**config.mk**
```make
export PLATFORM = sky130hd
export DESIGN_NAME = hazard_unit_flat
export DESIGN_NICKNAME = d
export VERILOG_FILES = /design/src/rtl/hazard_unit_if.sv /design/src/rtl/hazard_unit.sv /design/src/flat_wrapper.sv
export SDC_FILE = /design/constraint.sdc
export NUM_CORES = 1
export LEC_CHECK = 0
export CAP_MARGIN = 20
export CORE_MARGIN = 2
export CORE_UTILIZATION = 30
export DETAILED_ROUTE_END_ITERATION = 16
export PLACE_DENSITY_LB_ADDON = 0.12
export SETUP_SLACK_MARGIN = 0.5
export SYNTH_ARGS = -nofsm -noshare
export SYNTH_HDL_FRONTEND = slang
export SYNTH_SLANG_ARGS = --single-unit
```
**constraint.sdc**
```tcl
create_clock -name CLK -period 7.86 [get_ports CLK]
set_clock_uncertainty 0.05 [all_clocks]
set_input_delay 1.965 -clock CLK [delete_from_list [all_inputs] [get_ports CLK]]
set_output_delay 1.965 -clock CLK [all_outputs]
set_load 0.01 [all_outputs]
```
**src/rtl/hazard_unit_if.sv**
```systemverilog
// Hazard unit interface: groups the pipeline register numbers, stage control
// bits and the stall/flush/forward results. The slave modport is the hazard
// unit itself; the master modport is the pipeline datapath around it.
// Optional performance-counter signals exist only when HAZARD_PERF_EN is defined.
interface hazard_unit_if;
    logic [4:0]  RsD;
    logic [4:0]  RtD;
    logic [4:0]  RsE;
    logic [4:0]  RtE;
    logic [4:0]  WriteRegE;
    logic [4:0]  WriteRegM;
    logic [4:0]  WriteRegW;
    logic        RegWriteE;
    logic        RegWriteM;
    logic        RegWriteW;
    logic        MemToRegE;
    logic        MemToRegM;
    logic        BranchD;
    logic        MemReqM;
    logic        MemReadyM;
    logic        StallF;
    logic        StallD;
    logic        StallE;
    logic        StallM;
    logic        FlushE;
    logic        FlushW;
    logic        ForwardAD;
    logic        ForwardBD;
    logic [1:0]  ForwardAE;
    logic [1:0]  ForwardBE;
    logic        MemErr;
`ifdef HAZARD_PERF_EN
    logic        PerfClr;
    logic [15:0] LdStallCnt;
    logic [15:0] BrStallCnt;
    logic [15:0] MemWaitCnt;
`endif

    modport master (
        output RsD, RtD, RsE, RtE, WriteRegE, WriteRegM, WriteRegW,
        output RegWriteE, RegWriteM, RegWriteW, MemToRegE, MemToRegM, BranchD,
        output MemReqM, MemReadyM,
        input  StallF, StallD, StallE, StallM, FlushE, FlushW,
        input  ForwardAD, ForwardBD, ForwardAE, ForwardBE, MemErr
`ifdef HAZARD_PERF_EN
        , output PerfClr
        , input  LdStallCnt, BrStallCnt, MemWaitCnt
`endif
    );

    modport slave (
        input  RsD, RtD, RsE, RtE, WriteRegE, WriteRegM, WriteRegW,
        input  RegWriteE, RegWriteM, RegWriteW, MemToRegE, MemToRegM, BranchD,
        input  MemReqM, MemReadyM,
        output StallF, StallD, StallE, StallM, FlushE, FlushW,
        output ForwardAD, ForwardBD, ForwardAE, ForwardBE, MemErr
`ifdef HAZARD_PERF_EN
        , input  PerfClr
        , output LdStallCnt, BrStallCnt, MemWaitCnt
`endif
    );
endinterface

```
**src/rtl/hazard_unit.sv**
```systemverilog
// Pipeline hazard unit: operand forwarding, load-use and branch stalls, and
// data-memory wait handling with a timeout watchdog (RUN/WAIT/ERR).
// Forward and stall outputs are combinational; MemErr is a registered sticky flag.
// Optional macro HAZARD_PERF_EN adds three saturating 16-bit stall counters.
module hazard_unit (
    input  logic         CLK,
    input  logic         rst_n,
    hazard_unit_if.slave hz
);
    typedef enum logic [1:0] {
        ST_RUN  = 2'd0,
        ST_WAIT = 2'd1,
        ST_ERR  = 2'd2
    } state_t;

    state_t     r_state;
    logic [7:0] r_wcnt;
    logic       r_mem_err;

    logic       w_lwstall;
    logic       w_brstall;
    logic       w_memstall;
    logic       w_dstall;

    // Hazard conditions; register 0 is hard-wired and never creates a dependency
    always_comb begin
        w_lwstall  = hz.MemToRegE && (hz.RtE != 5'd0) &&
                     ((hz.RtE == hz.RsD) || (hz.RtE == hz.RtD));
        w_brstall  = hz.BranchD &&
                     ((hz.RegWriteE && (hz.WriteRegE != 5'd0) &&
                       ((hz.WriteRegE == hz.RsD) || (hz.WriteRegE == hz.RtD))) ||
                      (hz.MemToRegM && (hz.WriteRegM != 5'd0) &&
                       ((hz.WriteRegM == hz.RsD) || (hz.WriteRegM == hz.RtD))));
        w_memstall = hz.MemReqM && !hz.MemReadyM;
        w_dstall   = w_lwstall || w_brstall;
    end

    // Execute-stage ALU operand forwarding; the younger M result beats W
    always_comb begin
        hz.ForwardAE = 2'b00;
        hz.ForwardBE = 2'b00;
        if ((hz.RsE != 5'd0) && hz.RegWriteM && (hz.RsE == hz.WriteRegM)) begin
            hz.ForwardAE = 2'b10;
        end else if ((hz.RsE != 5'd0) && hz.RegWriteW && (hz.RsE == hz.WriteRegW)) begin
            hz.ForwardAE = 2'b01;
        end else begin
            hz.ForwardAE = 2'b00;
        end
        if ((hz.RtE != 5'd0) && hz.RegWriteM && (hz.RtE == hz.WriteRegM)) begin
            hz.ForwardBE = 2'b10;
        end else if ((hz.RtE != 5'd0) && hz.RegWriteW && (hz.RtE == hz.WriteRegW)) begin
            hz.ForwardBE = 2'b01;
        end else begin
            hz.ForwardBE = 2'b00;
        end
    end

    // Decode-stage branch comparator forwarding from M
    always_comb begin
        hz.ForwardAD = (hz.RsD != 5'd0) && hz.RegWriteM && (hz.RsD == hz.WriteRegM);
        hz.ForwardBD = (hz.RtD != 5'd0) && hz.RegWriteM && (hz.RtD == hz.WriteRegM);
    end

    // Stall/flush steering: a memory wait freezes the whole pipe and overrides
    // decode hazards, otherwise decode hazards hold F/D and bubble E
    always_comb begin
        hz.StallF = 1'b0;
        hz.StallD = 1'b0;
        hz.StallE = 1'b0;
        hz.StallM = 1'b0;
        hz.FlushE = 1'b0;
        hz.FlushW = 1'b0;
        if (w_memstall) begin
            hz.StallF = 1'b1;
            hz.StallD = 1'b1;
            hz.StallE = 1'b1;
            hz.StallM = 1'b1;
            hz.FlushE = 1'b0;
            hz.FlushW = 1'b1;
        end else begin
            hz.StallF = w_dstall;
            hz.StallD = w_dstall;
            hz.FlushE = w_dstall;
        end
    end

    // Memory-wait watchdog: counts unready cycles, latches an error after 256
    always_ff @(posedge CLK or negedge rst_n) begin
        if (!rst_n) begin
            r_state   <= ST_RUN;
            r_wcnt    <= 8'd0;
            r_mem_err <= 1'b0;
        end else begin
            case (r_state)
                ST_RUN: begin
                    if (w_memstall) begin
                        r_state <= ST_WAIT;
                        r_wcnt  <= 8'd1;
                    end else begin
                        r_wcnt  <= 8'd0;
                    end
                end
                ST_WAIT: begin
                    if (hz.MemReadyM) begin
                        r_state <= ST_RUN;
                        r_wcnt  <= 8'd0;
                    end else if (w_memstall && (r_wcnt == 8'd255)) begin
                        r_state   <= ST_ERR;
                        r_mem_err <= 1'b1;
                    end else begin
                        r_wcnt <= r_wcnt + 8'd1;
                    end
                end
                ST_ERR: begin
                    r_mem_err <= 1'b1;
                end
                default: begin
                    r_state   <= ST_RUN;
                    r_wcnt    <= 8'd0;
                    r_mem_err <= 1'b0;
                end
            endcase
        end
    end

    assign hz.MemErr = r_mem_err;

`ifdef HAZARD_PERF_EN
    logic [15:0] r_ld_cnt;
    logic [15:0] r_br_cnt;
    logic [15:0] r_mw_cnt;

    // Saturating increment so a long-running count never wraps to a small value
    function automatic logic [15:0] sat_inc(input logic [15:0] v, input logic en);
        if (en && (v != 16'hFFFF)) begin
            return v + 16'd1;
        end else begin
            return v;
        end
    endfunction

    // Stall-cause counters; clear wins over increment
    always_ff @(posedge CLK or negedge rst_n) begin
        if (!rst_n) begin
            r_ld_cnt <= 16'd0;
            r_br_cnt <= 16'd0;
            r_mw_cnt <= 16'd0;
        end else if (hz.PerfClr) begin
            r_ld_cnt <= 16'd0;
            r_br_cnt <= 16'd0;
            r_mw_cnt <= 16'd0;
        end else begin
            r_ld_cnt <= sat_inc(r_ld_cnt, w_lwstall && !w_memstall);
            r_br_cnt <= sat_inc(r_br_cnt, w_brstall && !w_memstall);
            r_mw_cnt <= sat_inc(r_mw_cnt, w_memstall);
        end
    end

    assign hz.LdStallCnt = r_ld_cnt;
    assign hz.BrStallCnt = r_br_cnt;
    assign hz.MemWaitCnt = r_mw_cnt;
`endif
endmodule

```
**src/flat_wrapper.sv**
```systemverilog
// flat-port wrapper written by rule: the top's interface ports become plain ports
module hazard_unit_flat 
  (CLK, rst_n, hz_RsD, hz_RtD, hz_RsE, hz_RtE, hz_WriteRegE, hz_WriteRegM, hz_WriteRegW, hz_RegWriteE, hz_RegWriteM, hz_RegWriteW, hz_MemToRegE, hz_MemToRegM, hz_BranchD, hz_MemReqM, hz_MemReadyM, hz_StallF, hz_StallD, hz_StallE, hz_StallM, hz_FlushE, hz_FlushW, hz_ForwardAD, hz_ForwardBD, hz_ForwardAE, hz_ForwardBE, hz_MemErr);
  hazard_unit_if hz_i ();
  input  logic CLK;
  input  logic rst_n;
  input wire logic [$bits(hz_i.RsD)-1:0] hz_RsD;
  input wire logic [$bits(hz_i.RtD)-1:0] hz_RtD;
  input wire logic [$bits(hz_i.RsE)-1:0] hz_RsE;
  input wire logic [$bits(hz_i.RtE)-1:0] hz_RtE;
  input wire logic [$bits(hz_i.WriteRegE)-1:0] hz_WriteRegE;
  input wire logic [$bits(hz_i.WriteRegM)-1:0] hz_WriteRegM;
  input wire logic [$bits(hz_i.WriteRegW)-1:0] hz_WriteRegW;
  input wire logic [$bits(hz_i.RegWriteE)-1:0] hz_RegWriteE;
  input wire logic [$bits(hz_i.RegWriteM)-1:0] hz_RegWriteM;
  input wire logic [$bits(hz_i.RegWriteW)-1:0] hz_RegWriteW;
  input wire logic [$bits(hz_i.MemToRegE)-1:0] hz_MemToRegE;
  input wire logic [$bits(hz_i.MemToRegM)-1:0] hz_MemToRegM;
  input wire logic [$bits(hz_i.BranchD)-1:0] hz_BranchD;
  input wire logic [$bits(hz_i.MemReqM)-1:0] hz_MemReqM;
  input wire logic [$bits(hz_i.MemReadyM)-1:0] hz_MemReadyM;
  output wire logic [$bits(hz_i.StallF)-1:0] hz_StallF;
  output wire logic [$bits(hz_i.StallD)-1:0] hz_StallD;
  output wire logic [$bits(hz_i.StallE)-1:0] hz_StallE;
  output wire logic [$bits(hz_i.StallM)-1:0] hz_StallM;
  output wire logic [$bits(hz_i.FlushE)-1:0] hz_FlushE;
  output wire logic [$bits(hz_i.FlushW)-1:0] hz_FlushW;
  output wire logic [$bits(hz_i.ForwardAD)-1:0] hz_ForwardAD;
  output wire logic [$bits(hz_i.ForwardBD)-1:0] hz_ForwardBD;
  output wire logic [$bits(hz_i.ForwardAE)-1:0] hz_ForwardAE;
  output wire logic [$bits(hz_i.ForwardBE)-1:0] hz_ForwardBE;
  output wire logic [$bits(hz_i.MemErr)-1:0] hz_MemErr;
  assign hz_i.RsD = hz_RsD;
  assign hz_i.RtD = hz_RtD;
  assign hz_i.RsE = hz_RsE;
  assign hz_i.RtE = hz_RtE;
  assign hz_i.WriteRegE = hz_WriteRegE;
  assign hz_i.WriteRegM = hz_WriteRegM;
  assign hz_i.WriteRegW = hz_WriteRegW;
  assign hz_i.RegWriteE = hz_RegWriteE;
  assign hz_i.RegWriteM = hz_RegWriteM;
  assign hz_i.RegWriteW = hz_RegWriteW;
  assign hz_i.MemToRegE = hz_MemToRegE;
  assign hz_i.MemToRegM = hz_MemToRegM;
  assign hz_i.BranchD = hz_BranchD;
  assign hz_i.MemReqM = hz_MemReqM;
  assign hz_i.MemReadyM = hz_MemReadyM;
  assign hz_StallF = hz_i.StallF;
  assign hz_StallD = hz_i.StallD;
  assign hz_StallE = hz_i.StallE;
  assign hz_StallM = hz_i.StallM;
  assign hz_FlushE = hz_i.FlushE;
  assign hz_FlushW = hz_i.FlushW;
  assign hz_ForwardAD = hz_i.ForwardAD;
  assign hz_ForwardBD = hz_i.ForwardBD;
  assign hz_ForwardAE = hz_i.ForwardAE;
  assign hz_ForwardBE = hz_i.ForwardBE;
  assign hz_MemErr = hz_i.MemErr;
  hazard_unit u_core (.CLK(CLK), .rst_n(rst_n), .hz(hz_i));
endmodule
```
==> out/qor.csv <==
stage;metric;value;unit
outcome;status;finished clean;
worst_hold_path;hold_class;reg -> reg;
power;leakage;0.0007604;uW
clock_network;cts_buffers;3;
timing;worst_pin_slew;0.5653;ns
global_route;gr-total-overflow;0;
routing;initialDrtViolationCount;65;
floorplan;initial_core_util;30.70;%
placed_design;gp_congestion;0.7989;
setup_path;cp_num_buf_inv;2;
synth;syn_area;1421;um^2
clock_network;cts_root_buf;clkbuf_8;
timing;slew_viol_final;0;
setup_path;worstPathArrival;4.19;ns
placed_design;place_hpwl;3405;um
synth;syn_avg_cell_area;7.941;um^2
setup_path;crit_path_top_delay_cell;or4_1;
cells_and_area;n_fill_cell;472;
synth;synth_nets;228;
synth;synth-edff-count;0;
clock_network;ctsHoldBuffers;0;
power;p_comb_share;48.9;%
global_route;use_met1;23.82;%
global_route;busiest_layer;met2;
power;p_int;164.3;uW
power;peakVddDrop;59.30;uV
synth;synth-seq-area-share;19.37;%
global_route;grt_max_degree;15;
placed_design;io_buffers;57;
placed_design;post-place-ws;1.658;ns
global_route;gr-usage-all-layers;16.57;%
clock_network;ctsLongestPathBuffers;2;
floorplan;ios;58;
clock_network;cts_setup_buffers;0;
timing;fin_ws;1.659;ns
setup_path;crit_chain;clkdlybuf4s50_1 -> or4_1 -> nor2_2 -> nor2b_1 -> a22oi_1 -> nand3_1 -> clkdlybuf4s50_1;
cells_and_area;antenna_cells;0;
synth;synth_cell_types;38;
setup_path;crit_type;in -> out;
synth;ys_top_cells_by_area;xnor2_1, dfrtp_1, xor2_1, a21oi_1, ha_1;
synth;synthFlopType;dfrtp_1;
cells_and_area;nets;274;
power;swShare;33.46;%
routing;antenna_left;0;
routing;wire_per_inst;15.15;um
global_route;first_global_vias;1386;
routing;wl;4213;um
cells_and_area;regArea;275.3;um^2
timing;hold-worst-slack;0.4295;ns
timing;slew_headroom;61.97;%
clock_network;clock_latency;0.24;ns
routing;avgViaCountPerCell;5.072;
clock_network;cts_tree;yes;
global_route;grt_pass1_wl;6865;um
global_route;antenna_found_initial;0;
timing;clock.fmax;161.3;MHz
setup_path;end_kind;primary output;
timing;rsz0062_at_grt;no;
power;powerDensity;122.0;nW/um^2
power;p_clk_share;22.9;%
floorplan;die_x;72.83;um
synth;postSynthCellCount;179;
power;seqPwrFrac;28.2;%
routing;drc_errors;0;
cells_and_area;multi_input_area;1035;um^2
floorplan;core-area;4629;um^2
cells_and_area;drive_gt1_share;4.464;%
setup_path;cpMostUsedCell;clkdlybuf4s50_1;
setup_path;cp-start-kind;input port;
timing;fin_crit_sh;78.89;%
setup_path;worstPathMaxFanout;5;
global_route;met3_usage;4.558;%
floorplan;die_area;5304;um^2
synth;yosysTopAreaCell;xnor2_1;
setup_path;critical_path.max_stage_delay;0.58;ns
cells_and_area;final_util;43.70;%
power;finalPower;246.9;uW
power;power.switching;82.61;uW
synth;synth-seq-cells;11;
global_route;gr-usage-met2;24.85;%
timing;fin_setup_tns;0;ns
routing;first_pass_iters;4;
timing;setup_viol;0;
floorplan;rows;25;
synth;yosysMostFrequentCell;xnor2_1;
timing;period_minus_slack;6.201;ns
synth;ys_warn_count;0;
clock_network;clock_sinks;11;
routing;via_count;1410;
synth;async_flop_share;100.0;%
flow_run;drv_cap;0;
synth;synthTopCellsByCount;xnor2_1, a21oi_1, dfrtp_1, nand2_1, clkbuf_1;
clock_network;cts_max_level;1;
synth;synth_top_area_share;25.88;%
setup_path;worstPathRequired;5.85;ns
clock_network;clkTransAtPathRegs;0.05;ns
timing;hold_violations;0;
cells_and_area;syn2layout_area_growth;42.34;%
floorplan;dieHeight;72.83;um
setup_path;critical-path-top-delay-family;buffers and inverters;
clock_network;cts_resized;0;
[cell usage in the layout, fill, tap and decap left out, types with 5 or more instances in the layout]
| master | Yosys | final |
|---|---|---|
| clkdlybuf4s50_1 | 0 | 57 |
| xnor2_1 | 42 | 42 |
| nand2_1 | 11 | 11 |
| a21oi_1 | 11 | 11 |
| dfrtp_1 | 11 | 11 |
| inv_1 | 8 | 8 |
| xor2_1 | 8 | 8 |
| nand3_1 | 7 | 7 |
| nor2_1 | 6 | 6 |
| nor4_1 | 5 | 5 |
[stage by stage]
stage	area (um^2)	cells
finish	2023	278
global route	2023	278
CTS	2023	278
detailed placement	1978	274
global placement	1978	274
floorplan	1421	179
[cells by family after synthesis]
logic type,synth area share (%)
multiplexers,0.7922
AO/OA/AOI/OAI,15.49
buffers and inverters,7.835
XOR/XNOR,30.81
AND/OR/NAND/NOR,22.18
adder cells (fa/ha/maj),3.521
flip-flops,19.37
[power by group through the flow]
stage	combinational [uW]	sequential, uW	clock [uW]
after floorplan	71.2	70.6	0
after global placement	121	70.8	0
after detailed placement	121	70.6	0
after CTS	122	69.6	59.7
after global routing	134	70.8	62.5
final	121	69.7	56.6
[final timing paths]
path	depth (start not counted)	from	slack, ns	endpoint
max in group asynchronous	1	rst_n	5.39	u_core.r_wcnt[5]
min	1	u_core.hz.MemErr	0.43	u_core.hz.MemErr
min reg2reg	1	u_core.hz.MemErr	0.43	u_core.hz.MemErr
min in group asynchronous	1	rst_n	2.03	u_core.r_wcnt[1]
max	7	hz_RtE[0]	1.66	hz_StallD
max reg2reg	5	u_core.r_wcnt[0]	5.83	u_core.hz.MemErr
[routing by layer]
metal	up-vias	wire length, um
met2	41	1850
met5	-	0
met3	2	220
met4	0	31
li1	712	-
met1	655	2111
[flip-flops by register name, indices dropped and copies added, names as in the netlist]
name,count
u_core.r_wcnt,8
u_core.hz.MemErr,1
u_core.r_state,2
[worst reg2reg max path, cell delays in order (launching register included)]
cell,delay (ns)
dfrtp_1,0.39
ha_1,0.23
nand3_2,0.14
or4_4,0.61
a21oi_2,0.17
mux2_1,0.32
[area by class of cell]
cell class,instances,area share [%]
timing repair buffer,57,28.20
inverter,8,1.484
sequential,11,13.61
tap,54,3.340
multi-input combinational,144,51.14
clock buffer,4,2.226
Power figures use the tool's default switching activity.
